--- config.mk ---
export PLATFORM = sky130hd
export DESIGN_NAME = regfile_sb
export DESIGN_NICKNAME = d
export VERILOG_FILES = /design/src/rtl/regfile_sb_pkg.sv /design/src/rtl/regfile_scoreboard.sv /design/src/rtl/regfile_sb.sv
export SDC_FILE = /design/constraint.sdc
export NUM_CORES = 2
export LEC_CHECK = 0
export CAP_MARGIN = 0
export CORE_ASPECT_RATIO = 0.8
export CORE_MARGIN = 2
export CORE_UTILIZATION = 30
export DETAILED_ROUTE_END_ITERATION = 10
export GPL_TIMING_DRIVEN = 0
export HOLD_SLACK_MARGIN = 0.02
export SLEW_MARGIN = 20
export SYNTH_ARGS = -nofsm -noshare
export SYNTH_HDL_FRONTEND = slang
export SYNTH_SLANG_ARGS = --single-unit
--- constraint.sdc ---
create_clock -name clk -period 7.6 [get_ports clk]
set_clock_uncertainty 0.2 [all_clocks]
set_input_delay 1.14 -clock clk [delete_from_list [all_inputs] [get_ports clk]]
set_output_delay 1.14 -clock clk [all_outputs]
set_load 0.01 [all_outputs]
--- src/rtl/regfile_sb_pkg.sv ---
// regfile_sb_pkg -- shared constants for the register file / scoreboard slice.
//   REG_DATA_WIDTH : default register width in bits
//   REG_ADDR_WIDTH : default register index width (depth = 2**REG_ADDR_WIDTH)
package regfile_sb_pkg;
   localparam int REG_DATA_WIDTH = 64;
   localparam int REG_ADDR_WIDTH = 5;
endpackage

--- src/rtl/regfile_scoreboard.sv ---
// regfile_scoreboard -- one pending bit per register plus a running count.
// Ports:
//   clk, reset (async, active low)
//   issue_en/issue_rd : marks issue_rd pending at the next edge
//   wb_en/wb_addr     : clears wb_addr pending at the next edge
//   rs_addr           : packed read addresses, NUM_READ x ADDR_WIDTH
//   rs_busy           : per-port pending flag, masked by same-cycle writeback
//   pending_cnt       : number of pending registers (registered)
module regfile_scoreboard
   import regfile_sb_pkg::*;
#(
   parameter int ADDR_WIDTH = REG_ADDR_WIDTH,
   parameter int NUM_READ   = 2
) (
   input  logic                           clk,
   input  logic                           reset,
   input  logic                           issue_en,
   input  logic [ADDR_WIDTH-1:0]          issue_rd,
   input  logic                           wb_en,
   input  logic [ADDR_WIDTH-1:0]          wb_addr,
   input  logic [NUM_READ*ADDR_WIDTH-1:0] rs_addr,
   output logic [NUM_READ-1:0]            rs_busy,
   output logic [ADDR_WIDTH:0]            pending_cnt
);
   localparam int DEPTH = 2 ** ADDR_WIDTH;
   localparam int CNT_W = ADDR_WIDTH + 1;
   localparam logic [CNT_W-1:0] CNT_ONE = CNT_W'(1);

   logic [DEPTH-1:0] r_pending;
   logic [DEPTH-1:0] w_pending_nxt;
   logic [CNT_W-1:0] r_cnt;
   logic             w_set;
   logic             w_clr;
   logic             w_inc;
   logic             w_dec;

   always_comb begin
      w_set         = issue_en && (issue_rd != '0);
      w_clr         = wb_en && (wb_addr != '0);
      w_pending_nxt = r_pending;
      // Set is applied after clear so a new producer supersedes the old one.
      if (w_clr) w_pending_nxt[wb_addr]  = 1'b0;
      if (w_set) w_pending_nxt[issue_rd] = 1'b1;
      w_pending_nxt[0] = 1'b0;
      // Count only real bit transitions; a clear that loses to a set on the
      // same address is not a transition.
      w_inc = w_set && !r_pending[issue_rd];
      w_dec = w_clr && r_pending[wb_addr] && !(w_set && (issue_rd == wb_addr));
   end

   always_ff @(posedge clk or negedge reset) begin
      if (!reset) begin
         r_pending <= '0;
         r_cnt     <= '0;
      end else begin
         r_pending <= w_pending_nxt;
         if (w_inc && !w_dec)      r_cnt <= r_cnt + CNT_ONE;
         else if (w_dec && !w_inc) r_cnt <= r_cnt - CNT_ONE;
      end
   end

   for (genvar gi = 0; gi < NUM_READ; gi++) begin : g_busy
      logic [ADDR_WIDTH-1:0] w_a;
      assign w_a = rs_addr[gi*ADDR_WIDTH +: ADDR_WIDTH];
      // A same-cycle writeback to the source is forwarded, so it is not busy.
      assign rs_busy[gi] = (w_a != '0) && r_pending[w_a] && !(w_clr && (wb_addr == w_a));
   end

   assign pending_cnt = r_cnt;
endmodule

--- src/rtl/regfile_sb.sv ---
// regfile_sb -- register file with write-to-read bypass and issue scoreboard.
// Ports:
//   clk, reset (async, active low)
//   wb_en/wb_addr/wb_data : writeback; register 0 is never written
//   issue_en/issue_rd     : instruction issue, marks destination pending
//   rs_addr/rs_data       : NUM_READ combinational read ports, packed
//   rs_busy/hazard        : per-port pending flag and its OR
//   pending_cnt           : number of pending registers
module regfile_sb
   import regfile_sb_pkg::*;
#(
   parameter int DATA_WIDTH = REG_DATA_WIDTH,
   parameter int ADDR_WIDTH = REG_ADDR_WIDTH,
   parameter int NUM_READ   = 2
) (
   input  logic                           clk,
   input  logic                           reset,
   input  logic                           wb_en,
   input  logic [ADDR_WIDTH-1:0]          wb_addr,
   input  logic [DATA_WIDTH-1:0]          wb_data,
   input  logic                           issue_en,
   input  logic [ADDR_WIDTH-1:0]          issue_rd,
   input  logic [NUM_READ*ADDR_WIDTH-1:0] rs_addr,
   output logic [NUM_READ*DATA_WIDTH-1:0] rs_data,
   output logic [NUM_READ-1:0]            rs_busy,
   output logic                           hazard,
   output logic [ADDR_WIDTH:0]            pending_cnt
);
   localparam int DEPTH = 2 ** ADDR_WIDTH;

   logic [DATA_WIDTH-1:0] r_mem [DEPTH];
   logic                  w_wr;

   assign w_wr = wb_en && (wb_addr != '0);

   always_ff @(posedge clk or negedge reset) begin
      if (!reset) begin
         for (int k = 0; k < DEPTH; k++) r_mem[k] <= '0;
      end else if (w_wr) begin
         r_mem[wb_addr] <= wb_data;
      end
   end

   for (genvar gi = 0; gi < NUM_READ; gi++) begin : g_rd
      logic [ADDR_WIDTH-1:0] w_a;
      assign w_a = rs_addr[gi*ADDR_WIDTH +: ADDR_WIDTH];
      assign rs_data[gi*DATA_WIDTH +: DATA_WIDTH] =
         (w_a == '0)                ? '0      :
         (w_wr && (wb_addr == w_a)) ? wb_data : r_mem[w_a];
   end

   regfile_scoreboard #(
      .ADDR_WIDTH (ADDR_WIDTH),
      .NUM_READ   (NUM_READ)
   ) u_sb (
      .clk         (clk),
      .reset       (reset),
      .issue_en    (issue_en),
      .issue_rd    (issue_rd),
      .wb_en       (wb_en),
      .wb_addr     (wb_addr),
      .rs_addr     (rs_addr),
      .rs_busy     (rs_busy),
      .pending_cnt (pending_cnt)
   );

   assign hazard = |rs_busy;
endmodule

Word-level counts from Yosys, hierarchy flattened
Index checks and enable logic that the tools add are counted.
{"block": "word_totals", "register_bits": 2085, "latchBits": 0, "ramBits": 0, "rom_bits": 0, "inputBits": 88, "wordCells": 115, "memories": 0}
{"block": "op_classes", "addsub": 2, "mul": 0, "div_mod_pow": 0, "order_cmp": 10, "n_eq_ne": 3, "shift": 0, "n_mux": 29, "n_bitwise": 6, "n_reduce_logical": 31}
{"operator": "$bwmux 2048", "count": 1}
{"operator": "$bmux 64 s5", "count": 2}
{"operator": "$mux 64", "count": 9}
{"operator": "$demux 64 s5", "count": 1}
{"operator": "$mux 32", "count": 2}
{"operator": "$and 32x32->32", "count": 1}
{"operator": "$not 32->32", "count": 1}
{"operator": "$or 32x32->32", "count": 1}
{"operator": "$lt 5x6->1 const B", "count": 4}
{"operator": "$bmux 1 s5", "count": 4}
{"operator": "$reduce_bool 5->1", "count": 4}
{"operator": "$ge 6x6->1 const B", "count": 3}
{"operator": "$not 5->6", "count": 3}
{"operator": "$logic_and 1x1->1", "count": 17}
{"operator": "$eq 5x5->1", "count": 3}
{"operator": "$mux 6", "count": 2}
{"operator": "$demux 1 s5", "count": 2}
{"operator": "$ge 5x1->1 const B", "count": 2}
{"operator": "$logic_not 5->1", "count": 2}
{"operator": "$add 6x1->6 const B", "count": 1}
{"operator": "$logic_not 1->1", "count": 6}
{"operator": "$lt 6x1->1 const B", "count": 1}
{"operator": "$mux 1", "count": 6}
{"operator": "$sub 6x1->6 const B", "count": 1}
{"operator": "2 further kinds", "count": 2}

Logic depth before layout (Yosys ltp)
{"block": "logic_depth", "depth_word": 9, "depth_mapped": 15, "depth_no_buf": 13}

By module
A second synthesis with hierarchy kept.
{"block": "unflattened", "cells_unflattened": 7629, "hier_area_um2": 111458.1}
{"mod": "regfile_sb", "n_inst": 1, "cells_per_inst": 7351, "area_per_inst_um2": 108497.8}
{"mod": "regfile_scoreboard", "n_inst": 1, "cells_per_inst": 278, "area_per_inst_um2": 2960.3}

Worst setup path after synthesis
Ideal clock, no wire load.
{"block": "synth_timing", "path_kind": "input-to-reg", "startpoint": "input wb_addr[1]", "endpoint": "register u_sb.r_cnt[5], in the netlist u_sb.pending_cnt[5]", "arrival_ns": 3.856, "t_required_ns": 7.253, "slack_ns": 3.397, "path_stages": 15, "path_cell_list": "buf_2 -> buf_2 -> mux2_2 -> a22o_1 -> a22oi_1 -> nand4_1 -> nand2_1 -> ha_1 -> inv_1 -> ha_1 -> a21oi_1 -> a21boi_0 -> o21a_1 -> o2111ai_1 -> o311ai_0"}
{"block": "synth_between", "elab_chain_cells": 7, "elab_cells_between_ends": 14, "classes_between": "1 x eq/ne; 3 x mux; 10 x reduce/logical"}
{"item": "from (decl)", "line_no": "regfile_sb.sv:19", "rtl": "input logic [ADDR_WIDTH-1:0] wb_addr,"}
{"item": "$bmux 1 s5 (tied with other cells)", "line_no": "regfile_scoreboard.sv:48", "rtl": "w_dec = w_clr && r_pending[wb_addr] && !(w_set && (issue_rd == wb_addr));"}
{"item": "$mux 1 (implied by the code) (tied with other cells)", "line_no": "regfile_scoreboard.sv:48"}
{"item": "$logic_and 1x1->1 / $logic_not 1->1 (equally long branches)", "line_no": "regfile_scoreboard.sv:48"}
{"item": "$logic_and 1x1->1 (*)", "line_no": "regfile_scoreboard.sv:48"}
{"item": "$logic_not 1->1", "line_no": "regfile_scoreboard.sv:57", "rtl": "if (w_inc && !w_dec) r_cnt <= r_cnt + CNT_ONE;"}
{"item": "$logic_and 1x1->1", "line_no": "regfile_scoreboard.sv:57"}
{"item": "$mux 6 / $reduce_bool 2->1 (equally long branches)"}
{"item": "to (signal assigned)", "line_no": "regfile_scoreboard.sv:57"}
{"item": "to (signal assigned)", "line_no": "regfile_scoreboard.sv:58", "rtl": "else if (w_dec && !w_inc) r_cnt <= r_cnt - CNT_ONE;"}
{"item": "to (decl)", "line_no": "regfile_scoreboard.sv:31", "rtl": "logic [CNT_W-1:0] r_cnt;"}
Mark *: on every way between the ends. The rest lies on a longest branch, timed or not. The select of a mux whose other input is x is not followed.
A chain may end at the register's enable or synchronous reset.

Final worst setup path
{"block": "layout_timing", "startpoint": "input rs_addr[7]", "endpoint": "output rs_data[67]"}
{"block": "layout_between", "elab_chain_cells": 6, "elab_cells_between_ends": 9, "classes_between": "1 x eq/ne; 5 x mux; 1 x bitwise; 2 x reduce/logical"}
{"item": "from (decl)", "line_no": "regfile_sb.sv:23", "rtl": "input logic [NUM_READ*ADDR_WIDTH-1:0] rs_addr,"}
{"item": "$not 5->6 (implied by the code)", "line_no": "regfile_sb.sv:49", "rtl": "(w_wr && (wb_addr == w_a)) ? wb_data : r_mem[w_a];"}
{"item": "$bmux 64 s5", "line_no": "regfile_sb.sv:49"}
{"item": "$mux 64 (implied by the code) (2 in series)", "line_no": "regfile_sb.sv:49"}
{"item": "$mux 64", "line_no": "regfile_sb.sv:49"}
{"item": "$mux 64 (*)", "line_no": "regfile_sb.sv:48", "rtl": "(w_a == '0) ? '0 :"}
{"item": "to (decl)", "line_no": "regfile_sb.sv:24", "rtl": "output logic [NUM_READ*DATA_WIDTH-1:0] rs_data,"}
Marks and branches as above.

==> impl_metrics.py <==
metrics = {
    "layout": {
        "final_cell_mix": "dfrtp_1, mux2_2, mux4_2",
        "nFillCells": 35350,
        "synthToLayoutAreaGrowth_pct": 15.56,
        "nets": 8097,
        "final_common_cell": "dfrtp_1",
        "drive_gt1_share_pct": 46.85,
    },
    "global_route": {
        "track_usage_pct": 26.72,
        "antenna_found_initial": 80,
        "grt_max_degree": 146,
        "grt_pass1_wl_mm": 695.9,
        "grt_pass1_vias": 82560,
        "grt-ovfl-total": 0,
    },
    "sta": {
        "finalSetupViolations": 7,
        "max-slew-margin-rel_pct": 5.965,
        "rsz0062_at_grt": "false",
        "fmax_ghz": 0.1271,
        "fin_crit_ns": 7.869,
        "finalWorstSetupSlack_ns": -0.2686,
        "finalHoldViolations": 0,
        "setup_tns_ns": -0.5596,
        "slew_violations": 0,
        "tightest_slew_ns": 1.405,
        "period_share_pct": 103.5,
    },
    "synth": {
        "async_reset_ff_share_pct": 100.0,
        "synth-seq-area-share_pct": 46.76,
        "yosys_warnings": 0,
        "synth-edff-count": 0,
        "synth-seq-cells": 2085,
        "synth_nets": 7608,
        "synthFlopType": "dfrtp_1",
        "synth_area_um2": 111600,
        "ys_types": 68,
        "synth_area_per_cell_um2": 14.85,
        "synthCells": 7513,
    },
    "placed_design": {
        "hpwlAfterDp_mm": 363.0,
        "portBuffers": 213,
        "gp_congestion": 0.9487,
    },
    "floorplanning": {
        "dieArea_um2": 376800,
        "core_area_um2": 370600,
        "start_util_pct": 30.10,
        "die_y_um": 549.5,
        "pin_count": 225,
        "die_w_um": 685.8,
        "row_count": 200,
    },
    "setup_path": {
        "r2r-end": "u_sb.pending_cnt[5]",
        "reg2reg_slack_ns": 3.75,
        "cp-start-kind": "input pin",
        "worstRegToRegCells": 13,
        "crit_type": "in -> out",
        "worstPathArrival_ns": 6.53,
        "worstSetupEndpointType": "output pin",
        "critPathRequiredTime_ns": 6.26,
        "r2r-start": "u_sb.r_pending[31]",
        "crit_path_max_fanout": 10,
        "startpoint": "rs_addr[7]",
        "critPathCapture": "rs_data[67]",
    },
    "pwr": {
        "p_per_area_nw_per_um2": 265.4,
        "power.total_mw": 34.22,
        "peakVddDrop_mv": 0.2014,
        "leakage_nw": 54.63,
    },
    "clock_tree": {
        "clk_latency_ns": 0.87,
        "numCtsBuffers": 228,
        "cts_tree": "yes",
        "cts.reportedPaths.clkPinSlew_ns": 0.06,
        "h-tree-depth": 4,
        "cts-resized-gates": 0,
        "cts.path.max_buffers": 4,
        "cts_root_buffer": "clkbuf_16",
        "cts.sinks": 2085,
    },
    "worst_hold_path": {
        "hold_class": "reg -> reg",
    },
    "detailed_routing": {
        "routed_wl_mm": 517.4,
        "vias": 82580,
        "wl_per_cell_um": 39.18,
        "route.detailed.drc": 0,
        "drtIter0Drc": 12330,
        "viasPerCell": 6.253,
        "first_pass_iters": 6,
        "ant_nets": 0,
    },
    "run_status": {
        "status": "finished, violations left",
        "failed_checks": "negative setup slack",
    },
    "job": {
        "maxCapViolCount": 0,
    },
}
## per-layer routing
| metal | track usage, % | vias up | wire length [um] |
|---|---|---|---|
| li1 | - | 30190 | - |
| met1 | 33.90 | 44490 | 195300 |
| met2 | 36.93 | 6278 | 213200 |
| met3 | 11.18 | 1584 | 69700 |
| met4 | 18.03 | 32 | 38800 |
| met5 | 0.01260 | - | 326 |
## area by class of cell
cell class	count	area [um^2]	area share, %
well taps	4949	6192	4.803
clock inverters	70	758.2	0.5881
clock buffers	340	6740	5.228
flip-flops and latches	2085	52180	40.47
multi-input cells	4526	55170	42.79
inverters	14	52.55	0.04076
repair buffers	259	3266	2.533
diodes	75	187.7	0.1456
plain buffers	888	4387	3.402
## critical path, stage by stage
cell and delay [ns]:
clkdlybuf4s50_1 0.70, nor2_1 1.19, and3_1 0.29, clkbuf_2 0.54
clkbuf_1 1.00, a22oi_1 0.28, o2111ai_1 0.20, o21ai_0 0.48
clkdlybuf4s50_1 0.65
## flip-flops by register name (all words and copies together), names as in the netlist
| register | cells |
|---|---|
| u_sb.pending_cnt | 6 |
| r_mem | 2048 |
| u_sb.r_pending | 31 |
## metrics by stage
step | setup WS, ns | utilization [%] | cells | area (um^2) | hold slack (ns)
global placement | -87.60 | 32.35 | 12680 | 119900 | 0.2553
finish | -0.2686 | 34.79 | 13210 | 128900 | 0.2818
global route | 0.04514 | 34.76 | 13170 | 128800 | 0.3056
floorplan | 3.397 | - | 7513 | 111600 | 0.2413
CTS | 0.09353 | 34.74 | 13130 | 128700 | 0.2817
detailed placement | 0.09866 | 32.71 | 12720 | 121200 | 0.2676
## synthesized netlist by cell type (7+ instances only)
library cell     n  share of area [%]
a211o_1          9              0.071
a211oi_1        50               0.34
a21oi_1          9              0.040
a221oi_1        55               0.43
a22o_1          23               0.18
a22oi_1        103               0.69
a32o_1          68               0.61
and3_1          45               0.25
buf_1          100               0.34
buf_2          307                1.4
buf_4           85               0.57
buf_6           26               0.26
clkbuf_1       367                1.2
dfrtp_1       2085                 47
inv_1           13              0.044
mux2_1          60               0.61
mux2_2        1931                 19
mux2i_1        382                3.4
mux4_2         939                 19
nand2_1        252               0.85
nand2b_1         8              0.045
nand3_1         66               0.30
nor2_1          24              0.081
nor2_2           9              0.050
nor2b_1         15              0.084
nor3_1          22              0.099
o2111ai_1       44               0.35
o211ai_1        53               0.36
o21ai_0         70               0.31
o21ai_1         41               0.18
o22ai_1        158               0.89
xnor2_1         10              0.078
xor2_1           7              0.055
## power breakdown
part	switching (mW)	internal (mW)	leakage, nW
sequential	1.67	13.2	26.7
clock	4.96	6.60	3.72
combinational	3.59	4.17	24.2
total	10.2	24.0	54.6
## how the worst min path moves through the flow
| stage | start | to | slack (ns) | depth (start not counted) |
|---|---|---|---|---|
| after floorplan | r_mem[2025] | r_mem[2025] | 0.24 | 1 |
| after global placement | r_mem[2045] | r_mem[2045] | 0.26 | 1 |
| after detailed placement | r_mem[2008] | r_mem[2008] | 0.27 | 1 |
| after CTS | r_mem[2008] | r_mem[2008] | 0.28 | 1 |
| after global routing | r_mem[2039] | r_mem[2039] | 0.31 | 1 |
| final | r_mem[2008] | r_mem[2008] | 0.28 | 1 |
## kinds of logic (layout without fill, tap and decap cells)
group / after synthesis / count (layout) / synth area share [%]
muxes: 3312 / 3312 / 42.48
DFF: 2085 / 2085 / 46.76
adders and majority gates: 7 / 7 / 0.08523
AOI/OAI and AO/OA: 711 / 711 / 4.679
xor gates and xnor gates: 17 / 17 / 0.1334
and+or+nand+nor: 479 / 479 / 2.010
other: 0 / 75 / 0
buffers and inverters: 902 / 1571 / 3.852
## repair_timing
item	CTS	global route
setup endpoints to repair	0	0
endpoints found under the hold margin	67	0
hold buffers	1	0
setup buffers	0	0
Note: power is estimated with default switching activity, not from simulation.
